**src/rtl/ccc_rst_seq_pkg.sv**
```systemverilog
// Shared types and constants for the CCC lock-driven fabric reset sequencer.
// Latency: n/a (declarations only).
// Backpressure: n/a.
package ccc_rst_seq_pkg;

    typedef enum logic [1:0] {
        WAIT_LOCK = 2'd0,
        STABILIZE = 2'd1,
        RELEASE   = 2'd2,
        RUN       = 2'd3
    } seq_state_e;

    localparam int                    LOSS_CNT_W   = 8;
    localparam logic [LOSS_CNT_W-1:0] LOSS_CNT_MAX = 8'd255;

endpackage

```
**src/rtl/ccc_lock_sync.sv**
```systemverilog
// Multi-flop synchronizer bringing the asynchronous CCC lock into the PCLK domain.
// Latency: SYNC_STAGES clock edges from input change to output change.
// Backpressure: none; free-running, cleared to 0 by the asynchronous reset.
module ccc_lock_sync #(
    parameter int SYNC_STAGES = 2
) (
    input  logic clk,
    input  logic rst_n,
    input  logic async_lock,
    output logic lock_s
);

    logic [SYNC_STAGES-1:0] chain;

    // Shift the raw lock through the flop chain; bit 0 is the metastability catcher.
    always_ff @(posedge clk or negedge rst_n) begin
        if (!rst_n) begin
            chain <= '0;
        end else begin
            chain <= {chain[SYNC_STAGES-2:0], async_lock};
        end
    end

    assign lock_s = chain[SYNC_STAGES-1];

endmodule

```
**src/rtl/ccc_lock_reset_seq.sv**
```systemverilog
// Staged fabric reset release gated by a stable, synchronized CCC lock (loss counter under CCC_RST_SEQ_LOSS_CNT_EN).
// Latency: lock_in->lock_s SYNC_STAGES edges; lock_s rise->stage 0 LOCK_STABLE_CYCLES+1; stage gaps STAGE_GAP_CYCLES.
// Backpressure: none; lock loss drops all resets one edge after lock_s falls and overrides software restart.
module ccc_lock_reset_seq
    import ccc_rst_seq_pkg::*;
#(
    parameter int LOCK_STABLE_CYCLES = 1024,
    parameter int STAGE_GAP_CYCLES   = 16,
    parameter int NUM_STAGES         = 3,
    parameter int SYNC_STAGES        = 2
) (
    input  logic                  PCLK,
    input  logic                  PRESERN,
    input  logic                  lock_in,
    input  logic                  sw_reset_req,
    output logic [NUM_STAGES-1:0] rst_n_out,
    output logic                  ready,
    output logic [LOSS_CNT_W-1:0] lock_loss_count,
    output logic [1:0]            state
);

    // A 1-cycle stabilization window still needs a 1-bit counter to exist.
    localparam int STAB_W = (LOCK_STABLE_CYCLES > 1) ? $clog2(LOCK_STABLE_CYCLES) : 1;
    localparam int GAP_W  = (STAGE_GAP_CYCLES > 1) ? $clog2(STAGE_GAP_CYCLES) : 1;
    localparam int STG_W  = $clog2(NUM_STAGES + 1);

    localparam logic [STAB_W-1:0] STAB_LAST = STAB_W'(LOCK_STABLE_CYCLES - 1);
    localparam logic [GAP_W-1:0]  GAP_LAST  = GAP_W'(STAGE_GAP_CYCLES - 1);
    localparam logic [STG_W-1:0]  STG_ALL   = STG_W'(NUM_STAGES);

    logic                  lock_s;
    seq_state_e            cur_st;
    seq_state_e            nxt_st;
    logic [STAB_W-1:0]     stab_cnt;
    logic [STAB_W-1:0]     stab_nxt;
    logic [GAP_W-1:0]      gap_cnt;
    logic [GAP_W-1:0]      gap_nxt;
    logic [STG_W-1:0]      stage;
    logic [STG_W-1:0]      stage_nxt;
    logic [NUM_STAGES-1:0] rst_nxt;
    logic                  ready_nxt;

    ccc_lock_sync #(
        .SYNC_STAGES (SYNC_STAGES)
    ) u_lock_sync (
        .clk        (PCLK),
        .rst_n      (PRESERN),
        .async_lock (lock_in),
        .lock_s     (lock_s)
    );

    // Next-state, counters and reset vector; counters default to 0 so any state exit clears them.
    always_comb begin
        nxt_st    = cur_st;
        stab_nxt  = '0;
        gap_nxt   = '0;
        stage_nxt = stage;
        rst_nxt   = rst_n_out;
        unique case (cur_st)
            WAIT_LOCK: begin
                rst_nxt   = '0;
                stage_nxt = '0;
                if (lock_s) begin
                    nxt_st = STABILIZE;
                end
            end
            STABILIZE: begin
                rst_nxt   = '0;
                stage_nxt = '0;
                if (!lock_s) begin
                    nxt_st = WAIT_LOCK;
                end else if (stab_cnt == STAB_LAST) begin
                    nxt_st    = RELEASE;
                    rst_nxt   = NUM_STAGES'(1);
                    stage_nxt = STG_W'(1);
                end else begin
                    stab_nxt = stab_cnt + 1'b1;
                end
            end
            RELEASE: begin
                if (!lock_s) begin
                    nxt_st    = WAIT_LOCK;
                    rst_nxt   = '0;
                    stage_nxt = '0;
                end else if (sw_reset_req) begin
                    // Restart from stage 0; it reopens one full gap later.
                    nxt_st    = RELEASE;
                    rst_nxt   = '0;
                    stage_nxt = '0;
                end else if (stage == STG_ALL) begin
                    nxt_st = RUN;
                end else if (gap_cnt == GAP_LAST) begin
                    rst_nxt   = rst_n_out | (NUM_STAGES'(1) << stage);
                    stage_nxt = stage + 1'b1;
                end else begin
                    gap_nxt = gap_cnt + 1'b1;
                end
            end
            RUN: begin
                if (!lock_s) begin
                    nxt_st    = WAIT_LOCK;
                    rst_nxt   = '0;
                    stage_nxt = '0;
                end else if (sw_reset_req) begin
                    nxt_st    = RELEASE;
                    rst_nxt   = '0;
                    stage_nxt = '0;
                end
            end
            default: begin
                nxt_st    = WAIT_LOCK;
                rst_nxt   = '0;
                stage_nxt = '0;
            end
        endcase
        ready_nxt = (nxt_st == RUN);
    end

    // State, counters and registered reset/ready outputs.
    always_ff @(posedge PCLK or negedge PRESERN) begin
        if (!PRESERN) begin
            cur_st    <= WAIT_LOCK;
            stab_cnt  <= '0;
            gap_cnt   <= '0;
            stage     <= '0;
            rst_n_out <= '0;
            ready     <= 1'b0;
        end else begin
            cur_st    <= nxt_st;
            stab_cnt  <= stab_nxt;
            gap_cnt   <= gap_nxt;
            stage     <= stage_nxt;
            rst_n_out <= rst_nxt;
            ready     <= ready_nxt;
        end
    end

    assign state = cur_st;

`ifdef CCC_RST_SEQ_LOSS_CNT_EN
    logic                  loss_evt;
    logic [LOSS_CNT_W-1:0] loss_cnt;

    // Only a loss after release has begun counts; dropouts while stabilizing do not.
    assign loss_evt = ((cur_st == RELEASE) || (cur_st == RUN)) && !lock_s;

    // Saturating lock-loss counter.
    always_ff @(posedge PCLK or negedge PRESERN) begin
        if (!PRESERN) begin
            loss_cnt <= '0;
        end else if (loss_evt && (loss_cnt != LOSS_CNT_MAX)) begin
            loss_cnt <= loss_cnt + 1'b1;
        end
    end

    assign lock_loss_count = loss_cnt;
`else
    assign lock_loss_count = '0;
`endif

endmodule

```
**config.mk**
```make
export PLATFORM = sky130hd
export DESIGN_NAME = ccc_lock_reset_seq
export DESIGN_NICKNAME = d
export VERILOG_FILES = /design/src/rtl/ccc_rst_seq_pkg.sv /design/src/rtl/ccc_lock_sync.sv /design/src/rtl/ccc_lock_reset_seq.sv
export SDC_FILE = /design/constraint.sdc
export NUM_CORES = 1
export LEC_CHECK = 0
export ABC_AREA = 1
export CORE_MARGIN = 4
export CORE_UTILIZATION = 40
export DETAILED_ROUTE_END_ITERATION = 16
export GPL_ROUTABILITY_DRIVEN = 0
export HOLD_SLACK_MARGIN = 0.1
export SLEW_MARGIN = 20
export SYNTH_ARGS = -nofsm -noshare
export SYNTH_HDL_FRONTEND = slang
export SYNTH_SLANG_ARGS = --single-unit
```
**constraint.sdc**
```tcl
create_clock -name PCLK -period 1.25 [get_ports PCLK]
set_input_delay 0.25 -clock PCLK [delete_from_list [all_inputs] [get_ports PCLK]]
set_output_delay 0.25 -clock PCLK [all_outputs]
set_load 0.05 [all_outputs]
```
==> impl_results.html <==
<table>
<tr><th>Metric</th><th>Value</th></tr>
<tr><th colspan="2">Synth</th></tr>
<tr><td>Synthesized instance count</td><td>154</td></tr>
<tr><td>Cell type contributing the most total cell area after synthesis</td><td>dfrtp_1</td></tr>
<tr><td>Area contributors post-synth</td><td>dfrtp_1 (45%), ha_1 (9.4%), nand2_1 (7.9%)</td></tr>
<tr><td>Top cell type's share of synthesized area</td><td>44.9%</td></tr>
<tr><td>Netlist Area Pre-Place</td><td>1340 um2</td></tr>
<tr><td>Proportion of synthesized chip area in sequential cells</td><td>44.9%</td></tr>
<tr><td>Post-synthesis sequential element count</td><td>24</td></tr>
<tr><td>Post-synthesis cell type count</td><td>22</td></tr>
<tr><td>Yosys synthesis warning count</td><td>0</td></tr>
<tr><td>Syn Area/Cell</td><td>8.68 um2</td></tr>
<tr><th colspan="2">Flow run</th></tr>
<tr><td>Max-cap violation count</td><td>0</td></tr>
<tr><th colspan="2">Detailed routing</th></tr>
<tr><td>Remaining number of nets flagged by the antenna check after routing</td><td>0</td></tr>
<tr><td>Residual DRC</td><td>0</td></tr>
<tr><td>Number of detailed-route iterations in the first pass</td><td>4</td></tr>
<tr><td>Vias/cell</td><td>4.63</td></tr>
<tr><td>Post-Route WL</td><td>around 2800 um</td></tr>
<tr><td>Per-cell routed wire length</td><td>11.9 um</td></tr>
<tr><td>First-iteration detailed-routing DRC count</td><td>24</td></tr>
<tr><td>Via count of the routed design</td><td>1074</td></tr>
<tr><th colspan="2">GRT</th></tr>
<tr><td>Pin count of the biggest net entering global routing</td><td>25</td></tr>
<tr><td>Total GRT Usage</td><td>14.1%</td></tr>
<tr><td>Number of global-route vias before repair</td><td>1113</td></tr>
<tr><td>GRT overflow</td><td>0</td></tr>
<tr><td>Wire length of the first global-routing pass</td><td>roughly 4700 um</td></tr>
<tr><td>Antenna violations before repair</td><td>0</td></tr>
<tr><th colspan="2">Pwr</th></tr>
<tr><td>Total Power</td><td>1940 uW</td></tr>
<tr><td>Leakage power total</td><td>0.000848 uW</td></tr>
<tr><td>Power per cell area</td><td>1060 nW/um2</td></tr>
<tr><td>Largest voltage drop on the vdd net</td><td>0.688 mV</td></tr>
<tr><th colspan="2">STA</th></tr>
<tr><td>Worst hold slack across all endpoints</td><td>249 ps</td></tr>
<tr><td>Crit share post-route</td><td>114%</td></tr>
<tr><td>Setup skew after layout</td><td>just over 20 ps</td></tr>
<tr><td>Max-slew violation count</td><td>0</td></tr>
<tr><td>Final critical-path setup slack</td><td>-175 ps</td></tr>
<tr><td>RSZ-0062 raised after global routing</td><td>yes</td></tr>
<tr><td>Final hold viol count</td><td>0</td></tr>
<tr><td>Post-Route Setup TNS</td><td>-2800 ps</td></tr>
<tr><td>Peak clock frequency supported by timing</td><td>702 MHz</td></tr>
<tr><td>Minimum clock period after layout</td><td>approximately 1400 ps</td></tr>
<tr><td>Total of endpoints with negative setup slack in the final report</td><td>21</td></tr>
<tr><th colspan="2">CTS</th></tr>
<tr><td>Clk Tree Root Cell</td><td>clkbuf_4</td></tr>
<tr><td>Total number of H-tree levels</td><td>1</td></tr>
<tr><td>Skew-Pair Late Insertion Delay</td><td>320 ps</td></tr>
<tr><td>Number of buffers created by CTS</td><td>3</td></tr>
<tr><td>CTS tree</td><td>done</td></tr>
<tr><td>Clock transition at the registers of the reported paths</td><td>140 ps</td></tr>
<tr><td>Maximum clock path buffer count</td><td>2</td></tr>
<tr><td>CTS Sinks</td><td>24</td></tr>
<tr><td>Hold Buf Count CTS</td><td>0</td></tr>
<tr><th colspan="2">Run status</th></tr>
<tr><td>Outcome</td><td>finished with violations</td></tr>
<tr><td>Violated checks</td><td>negative setup slack</td></tr>
<tr><th colspan="2">Floorplanning</th></tr>
<tr><td>Die height</td><td>65.8 um</td></tr>
<tr><td>Starting density of the core</td><td>42.7%</td></tr>
<tr><td>Width of the chip</td><td>roughly 66 um</td></tr>
<tr><td>Core area</td><td>3130 um2</td></tr>
<tr><td>Number of top-level pins</td><td>18</td></tr>
<tr><td>Total die area</td><td>approximately 4300 um2</td></tr>
<tr><td>Floorplan row count</td><td>20</td></tr>
<tr><th colspan="2">Critical path</th></tr>
<tr><td>Maximum fanout encountered on the critical timing path</td><td>8</td></tr>
<tr><td>Required time reported for the critical path endpoint</td><td>1500 ps</td></tr>
<tr><td>Worst r2r src</td><td>state[1]</td></tr>
<tr><td>Critical Path End Type</td><td>flop</td></tr>
<tr><td>Critical Setup Path Class</td><td>flop to flop</td></tr>
<tr><td>Crit path arrival time</td><td>1670 ps</td></tr>
<tr><td>Number of cells on the worst reg-to-reg path</td><td>7</td></tr>
<tr><td>Flop2flop setup slack</td><td>-170 ps</td></tr>
<tr><td>Crit. Startpoint</td><td>state[1]</td></tr>
<tr><td>Endpoint of the lowest-slack register-to-register path</td><td>rst_n_out[2]</td></tr>
<tr><td>Startpoint types</td><td>flop</td></tr>
<tr><th colspan="2">Finish</th></tr>
<tr><td># fillers</td><td>274</td></tr>
<tr><td>Most common cell after layout, fill and taps aside</td><td>nand2_1</td></tr>
<tr><td>Share of layout cells above drive strength 1</td><td>34.0%</td></tr>
<tr><td>Antenna cells</td><td>0</td></tr>
<tr><td>Commonest non-fill, non-tap cells in the layout</td><td>nand2_1 (25), dfrtp_1 (22), buf_4 (18)</td></tr>
<tr><td>Total number of nets in the final design</td><td>around 200</td></tr>
<tr><td>Area overhead of the layout relative to synthesis</td><td>37.5%</td></tr>
<tr><td>Post-Layout Inst Area</td><td>~1800 um2</td></tr>
<tr><th colspan="2">Min path</th></tr>
<tr><td>Class of the most critical hold timing path</td><td>input pin to async pin</td></tr>
<tr><th colspan="2">Placed design</th></tr>
<tr><td>Post-DP HPWL</td><td>1900 um</td></tr>
<tr><td>Minimum setup slack after placement</td><td>-272 ps</td></tr>
<tr><td>Port Buffer Count</td><td>9</td></tr>
<tr><td>Placement-stage cell area</td><td>about 1700 um2</td></tr>
</table>
[worst max-delay path, stage by stage (launching register included)]
cell      delay (ps)
dfrtp_2          490
ha_1             200
nand2_1           90
nor2_1            60
nand3b_4         210
o21bai_1         160
inv_1             60
nor2_1            80
[cells by family after synthesis]
group,synth area share (%)
AO/OA/AOI/OAI,5.43
flip-flops,44.9
other,0.281
XOR/XNOR,4.59
adder cells (fa/ha/maj),9.36
buffers and inverters,10.4
AND/OR/NAND/NOR,25.0
[power by group]
group | leakage, uW | switching, uW | total [uW] | internal [uW]
clock | 0.0000150 | 227 | 351 | 125
sequential | 0.000325 | 45.3 | 860 | 814
combinational | 0.000508 | 398 | 732 | 334
total | 0.000848 | 670 | 1940 | 1270
[metal layers]
metal | track usage, % | part of all wire [%]
met5 | 0 | 0
met3 | 4.25 | 4.0
met4 | 3.63 | 1.3
met2 | 25.7 | 52
met1 | 15.9 | 43
[cell usage after synthesis, drive strengths merged]
master  number
nor2        23
xnor2        1
dfrtp       24
o21ai        3
nand4        2
nor3         6
o21bai       3
nand3b       1
buf          8
nand3        7
xor2         6
conb         1
o21a         1
nand2       32
ha          10
a21oi        4
inv         21
nor3b        1
[worst max path at each step]
stage / endpoint / cells past startpoint
finish: rst_n_out[2] / 7
detailed placement: rst_n_out[1] / 7
global placement: rst_n_out[1] / 7
floorplan: rst_n_out[1] / 9
CTS: rst_n_out[1] / 9
global route: rst_n_out[1] / 7
[area by class of cell]
| cell class | instances | area (um2) | share of cell area, % |
|---|---|---|---|
| flip-flops and latches | 24 | 603 | 32.8 |
| well taps | 44 | 55.1 | 3.00 |
| repair buffers | 31 | 339 | 18.5 |
| clock buffers | 4 | 26.3 | 1.43 |
| inverters | 21 | 81.3 | 4.43 |
| multi-input cells | 108 | 732 | 39.9 |
[flip-flops by register name, indices dropped and copies added, names as in the netlist]
name	flops
u_lock_sync.chain	2
rst_n_out	3
stab_cnt	10
gap_cnt	4
stage	2
state	2
ready	1
[per-stage QoR]
step	util, %	cells
3_5_place_dp	53.4	223
5_1_grt	58.7	232
2_1_floorplan	-	161
4_1_cts	55.7	230
6_report	58.7	232
3_3_place_gp	53.4	223
[repair_timing]
| action | in CTS | in global routing |
|---|---|---|
| pin swaps | 4 | 4 |
| buffers inserted | 3 | 2 |
| setup endpoints to repair | 21 | 24 |
| gates resized for setup | 5 | 24 |
No activity file was read; power rests on OpenSTA's default activity.
